**config.mk**
```make
export PLATFORM = sky130hd
export DESIGN_NAME = data_receiver
export DESIGN_NICKNAME = d
export VERILOG_FILES = /design/src/rtl/data_receiver.sv
export SDC_FILE = /design/constraint.sdc
export NUM_CORES = 1
export LEC_CHECK = 0
export BUFFER_PORTS_ARGS = -buffer_cell sky130_fd_sc_hd__buf_2
export CAP_MARGIN = 20
export CELL_PAD_IN_SITES_DETAIL_PLACEMENT = 2
export CELL_PAD_IN_SITES_GLOBAL_PLACEMENT = 2
export CORE_UTILIZATION = 39
export DETAILED_ROUTE_END_ITERATION = 16
export PLACE_DENSITY_LB_ADDON = 0.1
export SLEW_MARGIN = 25
export SYNTH_ARGS = -nofsm -noshare
export SYNTH_HDL_FRONTEND = slang
export SYNTH_SLANG_ARGS = --single-unit
```
**constraint.sdc**
```tcl
create_clock -name clk -period 3.2 [get_ports clk]
set_input_delay 0.64 -clock clk [delete_from_list [all_inputs] [get_ports clk]]
set_output_delay 0.64 -clock clk [all_outputs]
set_load 0.005 [all_outputs]
```
**src/rtl/data_receiver.sv**
```systemverilog
// data_receiver: rebuilds 40-bit words from a byte stream, LSB byte first.
// Latency: dataOut and data_valid update one cycle after the clock edge that samples the last byte.
// Backpressure: none. Every byte_valid cycle is accepted, and nothing upstream is ever stalled.
//
// Optional feature: define DATA_RECEIVER_CHECKSUM_EN to turn on checksum mode.
// In that mode each word is followed by a sixth byte holding the XOR of bytes 1..5.
//
// Ports:
//   clk            system clock; all state changes on the rising edge
//   rst            asynchronous, active-low reset
//   byte_in        received byte from the UART receiver
//   byte_valid     single-cycle strobe qualifying byte_in (held high = one byte per cycle)
//   dataOut        last complete word (registered); partial words are never visible here
//   data_valid     one-cycle pulse when dataOut updates
//   timeout        one-cycle pulse when a partial word is dropped after too long an idle gap
//   checksum_error one-cycle pulse on a checksum mismatch; constant 0 without checksum mode
//   byte_count     bytes held for the word in progress (0..5)
module data_receiver #(
  // Maximum idle cycles allowed between bytes of one word (2..65535)
  parameter int unsigned TIMEOUT_CYCLES = 1000
) (
  input  logic        clk,
  input  logic        rst,
  input  logic [7:0]  byte_in,
  input  logic        byte_valid,
  output logic [39:0] dataOut,
  output logic        data_valid,
  output logic        timeout,
  output logic        checksum_error,
  output logic [2:0]  byte_count
);

  // The idle counter counts edges with no byte while a word is open.
  // When it already holds TIMEOUT_CYCLES-1 and yet another empty edge arrives, the word is dropped.
  // As a result, a byte that lands exactly on that edge still wins.
  localparam logic [15:0] IDLE_LIMIT = 16'(TIMEOUT_CYCLES - 1);

`ifdef DATA_RECEIVER_CHECKSUM_EN
  typedef enum logic [1:0] {
    IDLE    = 2'd0,
    COLLECT = 2'd1,
    CHECK   = 2'd2
  } state_t;
`else
  typedef enum logic [0:0] {
    IDLE    = 1'b0,
    COLLECT = 1'b1
  } state_t;
`endif

  state_t      state;
  logic [39:0] word;       // byte store for the word in progress
  logic [15:0] idle_cnt;
  logic        idle_expired;

  assign idle_expired = (idle_cnt == IDLE_LIMIT);

`ifdef DATA_RECEIVER_CHECKSUM_EN
  logic [7:0] csum;        // running XOR of the bytes stored so far
  logic       csum_err;
  assign checksum_error = csum_err;
`else
  assign checksum_error = 1'b0;
`endif

  always_ff @(posedge clk or negedge rst) begin
    if (!rst) begin
      state      <= IDLE;
      word       <= '0;
      idle_cnt   <= '0;
      byte_count <= '0;
      dataOut    <= '0;
      data_valid <= 1'b0;
      timeout    <= 1'b0;
`ifdef DATA_RECEIVER_CHECKSUM_EN
      csum       <= '0;
      csum_err   <= 1'b0;
`endif
    end else begin
      // Status flags are pulses and default low every cycle.
      data_valid <= 1'b0;
      timeout    <= 1'b0;
`ifdef DATA_RECEIVER_CHECKSUM_EN
      csum_err   <= 1'b0;
`endif
      case (state)
        IDLE: begin
          idle_cnt <= '0;
          if (byte_valid) begin
            word[7:0]  <= byte_in;
            byte_count <= 3'd1;
            state      <= COLLECT;
`ifdef DATA_RECEIVER_CHECKSUM_EN
            csum       <= byte_in;
`endif
          end
        end

        COLLECT: begin
          if (byte_valid) begin
            idle_cnt <= '0;
            case (byte_count)
              3'd1:    word[15:8]  <= byte_in;
              3'd2:    word[23:16] <= byte_in;
              3'd3:    word[31:24] <= byte_in;
              default: word[39:32] <= byte_in;
            endcase
`ifdef DATA_RECEIVER_CHECKSUM_EN
            csum <= csum ^ byte_in;
            if (byte_count == 3'd4) begin
              // All five data bytes are held. Wait for the checksum byte before publishing.
              byte_count <= 3'd5;
              state      <= CHECK;
            end else begin
              byte_count <= byte_count + 3'd1;
            end
`else
            if (byte_count == 3'd4) begin
              // The fifth byte goes straight into the output, because the store has no copy of it yet.
              dataOut    <= {byte_in, word[31:0]};
              data_valid <= 1'b1;
              byte_count <= 3'd0;
              state      <= IDLE;
            end else begin
              byte_count <= byte_count + 3'd1;
            end
`endif
          end else if (idle_expired) begin
            timeout    <= 1'b1;
            byte_count <= 3'd0;
            idle_cnt   <= '0;
            state      <= IDLE;
          end else begin
            idle_cnt <= idle_cnt + 16'd1;
          end
        end

`ifdef DATA_RECEIVER_CHECKSUM_EN
        CHECK: begin
          if (byte_valid) begin
            idle_cnt   <= '0;
            byte_count <= 3'd0;
            state      <= IDLE;
            if (byte_in == csum) begin
              dataOut    <= word;
              data_valid <= 1'b1;
            end else begin
              csum_err <= 1'b1;
            end
          end else if (idle_expired) begin
            timeout    <= 1'b1;
            byte_count <= 3'd0;
            idle_cnt   <= '0;
            state      <= IDLE;
          end else begin
            idle_cnt <= idle_cnt + 16'd1;
          end
        end
`endif

        default: begin
          idle_cnt   <= '0;
          byte_count <= 3'd0;
          state      <= IDLE;
        end
      endcase
    end
  end

endmodule

```
==> results.yml <==
status:
  outcome: "finished clean"
layout:
  instances_no_fill: 542
  fin_area_mm2: 0.00442
  final_common_cell: "nand2_1"
  area_growth_pct: 17.0
  final_cell_mix: "128 x nand2_1, 94 x dfrtp_1, 54 x buf_2"
  n_antenna_cell: 0
  nets: 425
  drive_gt1_frac: 0.271
detailed_routing:
  first_pass_iters: 4
  first_iter_violations: 69
  vias_per_cell: 4.92
  drc_errors: 0
  via_count: 2668
  avgRoutedWirePerCell_um: 17.0
  drt_wl_total_um: 9230
  ant_nets: 0
clocking:
  cts_resized: 0
  cts_sinks: 94
  cts_tree: "yes"
  clk_latency_ns: 0.35
  cts_hold_buf: 0
  clkSlewWorstSetupHoldPaths_ns: 0.10
  cts_max_path_buffers: 2
  cts_setup_buffers: 0
  htreeDepth: 3
  cts-buffers-inserted: 9
  cts-root-buf: "clkbuf_8"
logic_synthesis:
  syn_avg_cell_area_um2: 10.8
  synthCells: 349
  synth_ff_type: "dfrtp_1"
  ys_ff_latch: 94
  synth_edf_count: 0
  synthTopCellsByArea: "dfrtp_1 62%, nand2_1 13%, mux2_2 9.5%, xnor2_1 2.8%, nor2_1 2.1%"
  syn_area_mm2: 0.00378
  synth_seq_area_share: 0.622
  ys_types: 26
  synth.largest_area_cell: "dfrtp_1"
  synth-async-reset-ratio: 1.00
  synth_fp_nets: 366
  ys_warn_count: 0
  synth_top_cell_area_share: 0.622
sta:
  max_freq_mhz: 502
  worstMarginPinSlew_ns: 0.655
  skew_ns: 0.0135
  slew-limit-headroom: 0.564
  tns_ns: 0
  min_period_ns: 1.99
  rsz0062_at_grt: "false"
  setup_ws_ns: 1.21
  finalSetupViolations: 0
  hold_violations: 0
  maxSlewViolCount: 0
  min_period_over_period: 0.622
placement:
  hpwl_um: 6320
  gp_congestion: 0.797
  detailed_place.area_mm2: 0.00422
  dpl_worst_slack_ns: 1.20
  port_buffers: 55
  place_inst: 526
floorplanning:
  start_util: 0.405
  ioPinCount: 57
  coreArea_mm2: 0.00933
  placementRows: 35
  die_x_um: 100
  dieArea_mm2: 0.0101
  die_y_um: 100
flow_run:
  cap_violations: 0
pwr:
  total_power_mw: 3.40
  irDropWorstVdd_uv: 262
  power.density_mw_per_mm2: 769
  leakage_nw: 2.27
grt:
  antenna_found_initial: 0
  grt_max_degree: 51
  first_global_vias: 2926
  grtUsageTotal: 0.204
  grt_first_pass_wirelength_um: 15400
  grt_overflow_total: 0
setup_path:
  critPathArrivalTime_ns: 2.22
  path_buf_inv: 0
  path_delay_family: "simple AND/OR/NAND/NOR gates"
  path_cells: "or4_1, or4_4, nand3b_4, nor2_1"
  worst-path-max-fanout: 17
  required_ns: 3.42
  setup.worst_path.class: "reg -> reg"
  crit_path_end_kind: "register"
  cp-start-kind: "register"
  critPathMaxStageDelay_ns: 0.57
  slowest_stage: "or4_4"
hold_path:
  min_path_type: "in -> async"
-- flip-flops by register name, summed over array words and instances (netlist names) --
register	cells
byte_count	3
dataOut	40
data_valid	1
idle_cnt	16
state	1
timeout	1
word	32
-- routing by layer --
| metal | wire, um | GRT usage | up-vias |
|---|---|---|---|
| li1 | - | - | 1241 |
| met1 | 4220 | 0.272 | 1381 |
| met2 | 4700 | 0.342 | 37 |
| met3 | 213 | 0.0299 | 9 |
| met4 | 97 | 0.0658 | 0 |
| met5 | 0 | 0 | - |
-- final timing paths --
kind,from,endpoint,slack (ns),depth (start not counted)
max,idle_cnt[10],idle_cnt[14],1.21,4
min reg2reg,word[13],dataOut[13],0.46,2
max reg2reg,idle_cnt[10],idle_cnt[14],1.21,4
min,rst,dataOut[20],0.30,1
max in group asynchronous,rst,dataOut[27],2.22,2
min in group clk,word[13],dataOut[13],0.46,2
-- per-stage QoR --
step | hold WS, ns | utilization
finish | 0.299 | 0.474
global route | 0.329 | 0.474
CTS | 0.328 | 0.474
detailed placement | 0.460 | 0.452
global placement | 0.446 | 0.452
floorplan | 0.344 | -
-- cell type report --
cell class,count,area (um^2)
fillers,1027,4900
flip-flops and latches,94,2350
multi-input cells,235,1340
repair buffers,61,335
well taps,129,161
clock buffers,10,138
clock inverters,6,68.8
inverters,7,26.3
-- cells in the mapped netlist, drive strengths merged (2+ instances only) --
master,n
buf,6
clkbuf,7
dfrtp,94
ha,6
inv,7
mux2,32
nand2,128
nand3,8
nand4,5
nor2,21
nor3,5
nor4,5
o31ai,2
or4,3
xnor2,12
xor2,2
-- logic make-up (layout without fill, tap and decap cells) --
family / count (synthesis) / after routing / share of synthesized area
AOI/OAI and AO/OA: 5 / 5 / 0.00927
xor gates and xnor gates: 14 / 14 / 0.0324
adders and majority gates: 6 / 6 / 0.0199
buffers and inverters: 20 / 84 / 0.0228
DFF: 94 / 94 / 0.622
muxes: 32 / 32 / 0.0953
other: 1 / 1 / 0.000992
and+or+nand+nor: 177 / 177 / 0.197
-- power by group --
| group | internal [mW] | switching, mW | leakage, nW | total (mW) |
|---|---|---|---|---|
| Combinational | 0.403 | 0.377 | 0.959 | 0.780 |
| Sequential | 1.58 | 0.228 | 1.21 | 1.81 |
| Clock | 0.389 | 0.424 | 0.103 | 0.813 |
| Total | 2.37 | 1.03 | 2.27 | 3.40 |
(Power assumes the default switching activity.)
